File: src/rtl/ss_op_sequencer.sv
// Shadow-stack op sequencer: accepts PUSH/POPCHK/SSPRR from issue, runs one LSU
// request/grant/response at a time, and reports SSP commit or software-check fault.
module ss_op_sequencer #(
    parameter int          XLEN       = 64,
    parameter int unsigned SSCHK_TVAL = 3
) (
    input  logic            clk_i,
    input  logic            rst_ni,
    input  logic            flush_i,
    input  logic            valid_i,
    output logic            ready_o,
    input  logic [1:0]      op_i,
    input  logic [XLEN-1:0] link_i,
    input  logic [XLEN-1:0] ssp_i,
    output logic            mem_req_o,
    output logic            mem_we_o,
    output logic [XLEN-1:0] mem_addr_o,
    output logic [XLEN-1:0] mem_wdata_o,
    input  logic            mem_gnt_i,
    input  logic            mem_rvalid_i,
    input  logic [XLEN-1:0] mem_rdata_i,
    input  logic            mem_err_i,
    output logic            done_o,
    output logic [XLEN-1:0] result_o,
    output logic            ssp_we_o,
    output logic [XLEN-1:0] ssp_o,
    output logic            ex_valid_o,
    output logic [XLEN-1:0] ex_tval_o
);

    localparam logic [XLEN-1:0] STEP     = XLEN'(XLEN / 8);
    localparam logic [XLEN-1:0] TVAL_CHK = XLEN'(SSCHK_TVAL);

    typedef enum logic [1:0] {IDLE, REQ, WAIT, DRAIN} state_e;
    typedef enum logic [1:0] {OP_PUSH, OP_POPCHK, OP_SSPRR, OP_RSVD} op_e;

    state_e          state_q, state_d;
    op_e             op_q;
    logic [XLEN-1:0] link_q, ssp_q, addr_q;
    logic [XLEN-1:0] ssp_new_q, ssp_new_d;
    logic [XLEN-1:0] tval_q, tval_d;
    logic            done_q, done_d;
    logic            commit_q, commit_d;
    logic            ex_q, ex_d;
    logic            accept;

    always_ff @(posedge clk_i or negedge rst_ni) begin
        if (!rst_ni) begin
            state_q   <= IDLE;
            op_q      <= OP_PUSH;
            link_q    <= '0;
            ssp_q     <= '0;
            addr_q    <= '0;
            ssp_new_q <= '0;
            tval_q    <= '0;
            done_q    <= 1'b0;
            commit_q  <= 1'b0;
            ex_q      <= 1'b0;
        end else begin
            state_q   <= state_d;
            ssp_new_q <= ssp_new_d;
            tval_q    <= tval_d;
            done_q    <= done_d;
            commit_q  <= commit_d;
            ex_q      <= ex_d;
            if (accept) begin
                op_q   <= op_e'(op_i);
                link_q <= link_i;
                ssp_q  <= ssp_i;
                addr_q <= (op_e'(op_i) == OP_PUSH) ? ssp_i - STEP : ssp_i;
            end
        end
    end

    always_comb begin
        state_d   = state_q;
        accept    = 1'b0;
        done_d    = 1'b0;
        commit_d  = 1'b0;
        ex_d      = 1'b0;
        ssp_new_d = ssp_new_q;
        tval_d    = tval_q;
        unique case (state_q)
            IDLE: begin
                if (valid_i && !flush_i) begin
                    accept = 1'b1;
                    unique case (op_e'(op_i))
                        OP_PUSH, OP_POPCHK: state_d = REQ;
                        OP_SSPRR:           done_d  = 1'b1;
                        OP_RSVD: begin
                            done_d = 1'b1;
                            ex_d   = 1'b1;
                            tval_d = '0;
                        end
                    endcase
                end
            end
            REQ: begin
                // A grant coinciding with a flush still leaves a response to absorb.
                if (flush_i)        state_d = mem_gnt_i ? DRAIN : IDLE;
                else if (mem_gnt_i) state_d = WAIT;
            end
            WAIT: begin
                if (mem_rvalid_i) begin
                    state_d = IDLE;
                    if (!flush_i) begin
                        done_d = 1'b1;
                        if (mem_err_i) begin
                            ex_d   = 1'b1;
                            tval_d = addr_q;
                        end else if (op_q == OP_PUSH) begin
                            commit_d  = 1'b1;
                            ssp_new_d = ssp_q - STEP;
                        end else if (mem_rdata_i == link_q) begin
                            commit_d  = 1'b1;
                            ssp_new_d = ssp_q + STEP;
                        end else begin
                            ex_d   = 1'b1;
                            tval_d = TVAL_CHK;
                        end
                    end
                end else if (flush_i) begin
                    state_d = DRAIN;
                end
            end
            DRAIN: begin
                if (mem_rvalid_i) state_d = IDLE;
            end
        endcase
    end

    assign ready_o     = (state_q == IDLE);
    assign mem_req_o   = (state_q == REQ);
    assign mem_we_o    = (op_q == OP_PUSH);
    assign mem_addr_o  = addr_q;
    assign mem_wdata_o = link_q;

    // Completion pulses are registered; a flush in their cycle squashes them.
    assign done_o      = done_q & ~flush_i;
    assign ssp_we_o    = commit_q & ~flush_i;
    assign ex_valid_o  = ex_q & ~flush_i;
    assign result_o    = ssp_q;
    assign ssp_o       = ssp_new_q;
    assign ex_tval_o   = tval_q;

endmodule
File: config.mk
export PLATFORM = sky130hd
export DESIGN_NAME = ss_op_sequencer
export DESIGN_NICKNAME = d
export VERILOG_FILES = /design/src/rtl/ss_op_sequencer.sv
export SDC_FILE = /design/constraint.sdc
export NUM_CORES = 1
export LEC_CHECK = 0
export ABC_AREA = 1
export ABC_CLOCK_PERIOD_IN_PS = 5200
export BUFFER_PORTS_ARGS = -buffer_cell sky130_fd_sc_hd__buf_2
export CAP_MARGIN = 10
export CORE_UTILIZATION = 40
export DETAILED_ROUTE_END_ITERATION = 10
export GPL_TIMING_DRIVEN = 1
export PLACE_DENSITY = 0.62
export SYNTH_ARGS = -nofsm -noshare
export SYNTH_HDL_FRONTEND = slang
export SYNTH_SLANG_ARGS = --single-unit
File: constraint.sdc
create_clock -name clk_i -period 5.2 [get_ports clk_i]
set_input_delay 0.26 -clock clk_i [delete_from_list [all_inputs] [get_ports clk_i]]
set_output_delay 0.26 -clock clk_i [all_outputs]
set_load 0.01 [all_outputs]
==> run metrics <==
status=completed; Initial Utilization=40.7%; Critical Path Start=state_q[0]; Iter 0 DRT Violations=2,067; fraction of layout cells with a size suffix above 1=17.9%; Hold Fails Final Rpt=0; die area=0.0497 mm2; Top FF cell, synth=dfrtp_1; initial antenna violation count=12; largest net degree at the start of global routing=111; Net Count, Synth=3,094; post-synth cell types=43; Pleak=13.8 nW; Tcrit/Tclk final=63.9%; PortBufs=526; grt ovf=0; syn_area_per_cell=6.75 um2; CTS tree=done; Die W=223 um; DR vias=21,600; Finished Layout Cells=4,128; I/O pins=527; HPWL Detailed=63,700 um; clk slew on worst S/H paths=60 ps; height of the die=223 um; VDD IR-drop max=247 uV; CP Class=reg2reg; Finish-stage setup viols=0; CTS Buf Count=38; DR WL/cell=19.9 um; Nets=3,684; via count of the first global-routing pass=20,700; synthesized instance count=2,891; FF-to-FF Start=state_q[0]; Hold/Removal Path Class=in2reg; hold path startpoint=ssp_i[27]; RSZ-0062 raised after global routing=no; Mapped Area=0.0195 mm2; area growth from synthesis to layout=28.2%; sequential share of the synthesized area=41.5%; Post-synth EDFFs=0; CTS H-tree depth=2; fmax=301 MHz; Critical Path RT=5640 ps; Max Slew Vio Count=0; CTS root buf=clkbuf_16; Power Density=644 mW/mm2; number of instances in the placed design=3,947; Clk Latency, worst-skew pair=570 ps; Slew headroom=27.7%; Yosys reg bits=324; slew of the pin with the lowest slew margin=1080 ps; setup TNS=0 ps; DRT Wirelength=82,000 um; ys async rst share=100%; Critical Path End Type=register; drt pass-1 iters=5; num rows=80; Clock Tree Buf Depth=3; CP Max Fanout=95; clock skew=23.1 ps; first-pass GRT wire length=123,000 um; Core Footprint=0.0479 mm2; RePlAce Congestion=1.00; Syn. warnings=0; crit path DAT=3760 ps; fillers=4,839; Remaining DRCs=0; total global-route track usage=32.5%; Worst Setup Start Kind=register; minimum clock period=3320 ps; DRT antenna net count=0; Max Cap Violations=0; vias per cell=5.24; clk sinks=324
Yosys cell counts, drive strengths merged (3+ instances only):
cell type     n  share of area, %
nand4        26              0.83
o211ai        8              0.31
buf          40               1.2
o21bai        5              0.19
a41oi        53               2.4
and2          4              0.13
a21oi        42               1.1
inv         380               7.3
nor4          8              0.26
nand2      1050                20
nand3       249               6.4
o31ai         4              0.15
o22ai        15              0.48
o21a          3              0.12
dfrtp       324                42
nor3         33              0.90
xor2         53               2.6
xnor2        26               1.2
nor2        309               6.1
clkbuf       60               1.2
o21ai       169               4.3
a31oi        13              0.42
nand3b        7              0.27
cells in the final DEF, fill, tap and decap left out, types with 12 or more instances in the layout:
cell and count:
nor3_1 31, dfrtp_1 324, a21oi_1 41, buf_2 525
a31oi_1 13, inv_1 377, nand4_1 26, dlygate4sd3_1 109
buf_4 12, nor2_1 300, nand3_1 245, o22ai_1 15
o21ai_0 159, a41oi_1 53, xor2_1 48, nand2_1 1046
clkbuf_16 39, xnor2_1 26
critical path, cell delays in order (launching register included):
cell and delay (ps):
dfrtp_1 410, inv_1 100, nand2_1 100, nor2_4 600, inv_4 310, buf_4 560, o31ai_1 360, o41ai_1 110
dlygate4sd3_1 600
sequential cells by signal, indices dropped and copies added (netlist names):
| name | cells |
|---|---|
| ex_tval_o | 64 |
| mem_addr_o | 61 |
| result_o | 64 |
| mem_wdata_o | 64 |
| commit_q | 1 |
| state_q | 2 |
| ex_q | 1 |
| ssp_o | 64 |
| op_q | 2 |
| done_q | 1 |
final cells by class:
cell class | instances | area [um2] | area share, %
Multi-Input combinational cell | 2087 | 9560 | 38.2
Antenna cell | 6 | 15.0 | 0.0600
Clock inverter | 9 | 126 | 0.505
Timing Repair Buffer | 650 | 3880 | 15.5
Inverter | 380 | 1430 | 5.71
Sequential cell | 324 | 8110 | 32.4
Tap cell | 615 | 769 | 3.08
Clock buffer | 57 | 1120 | 4.49
cells by family after synthesis:
family,after synthesis,synth area share [%]
adders and majority gates,2,0.128
DFF,324,41.5
buffers and inverters,480,9.64
xor gates and xnor gates,79,3.74
AOI/OAI and AO/OA,318,9.72
and+or+nand+nor,1688,35.2
per-layer routing:
layer	part of all wire, %	track usage (%)
met1	46	46.6
met2	44	49.8
met3	7.3	5.64
met4	3.0	9.97
met5	0.077	0
power by group:
part	total (mW)	switching [mW]	internal, mW
Combinational	8.63	5.82	2.81
Sequential	4.73	1.12	3.61
Clock	2.76	1.13	1.64
worst paths after layout:
kind / end / slack, ps / cells past startpoint
max in group asynchronous: ssp_o[61] / 3500 / 3
max reg2reg: mem_addr_o[10] / 1880 / 8
min in group asynchronous: mem_wdata_o[34] / 390 / 2
min: result_o[27] / 20 / 3
min reg2reg: ssp_o[20] / 480 / 2
max: mem_addr_o[10] / 1880 / 8
metrics by stage:
stage / utilization [%] / power (mW) / setup slack (ps) / cell area (um2) / hold WS [ps]
after CTS: 52.1 / 16.0 / 1900 / 25000 / 4.42
after detailed placement: 47.3 / 13.1 / 2130 / 22700 / 422
final: 52.2 / 16.1 / 1880 / 25000 / 24.0
after global routing: 52.2 / 17.2 / 1600 / 25000 / 38.4
after global placement: 47.3 / 13.1 / 2160 / 22700 / 414
after floorplan: - / 9.64 / 3160 / 19500 / -35.6
repair_timing:
action / in CTS / in global routing
hold buffers: 109 / 0
endpoints found under the setup margin: 0 / 0
hold endpoints to repair: 221 / 0
buffers inserted: 0 / 0
gates resized for setup: 0 / 0
Note: power is estimated with default switching activity, not from simulation.
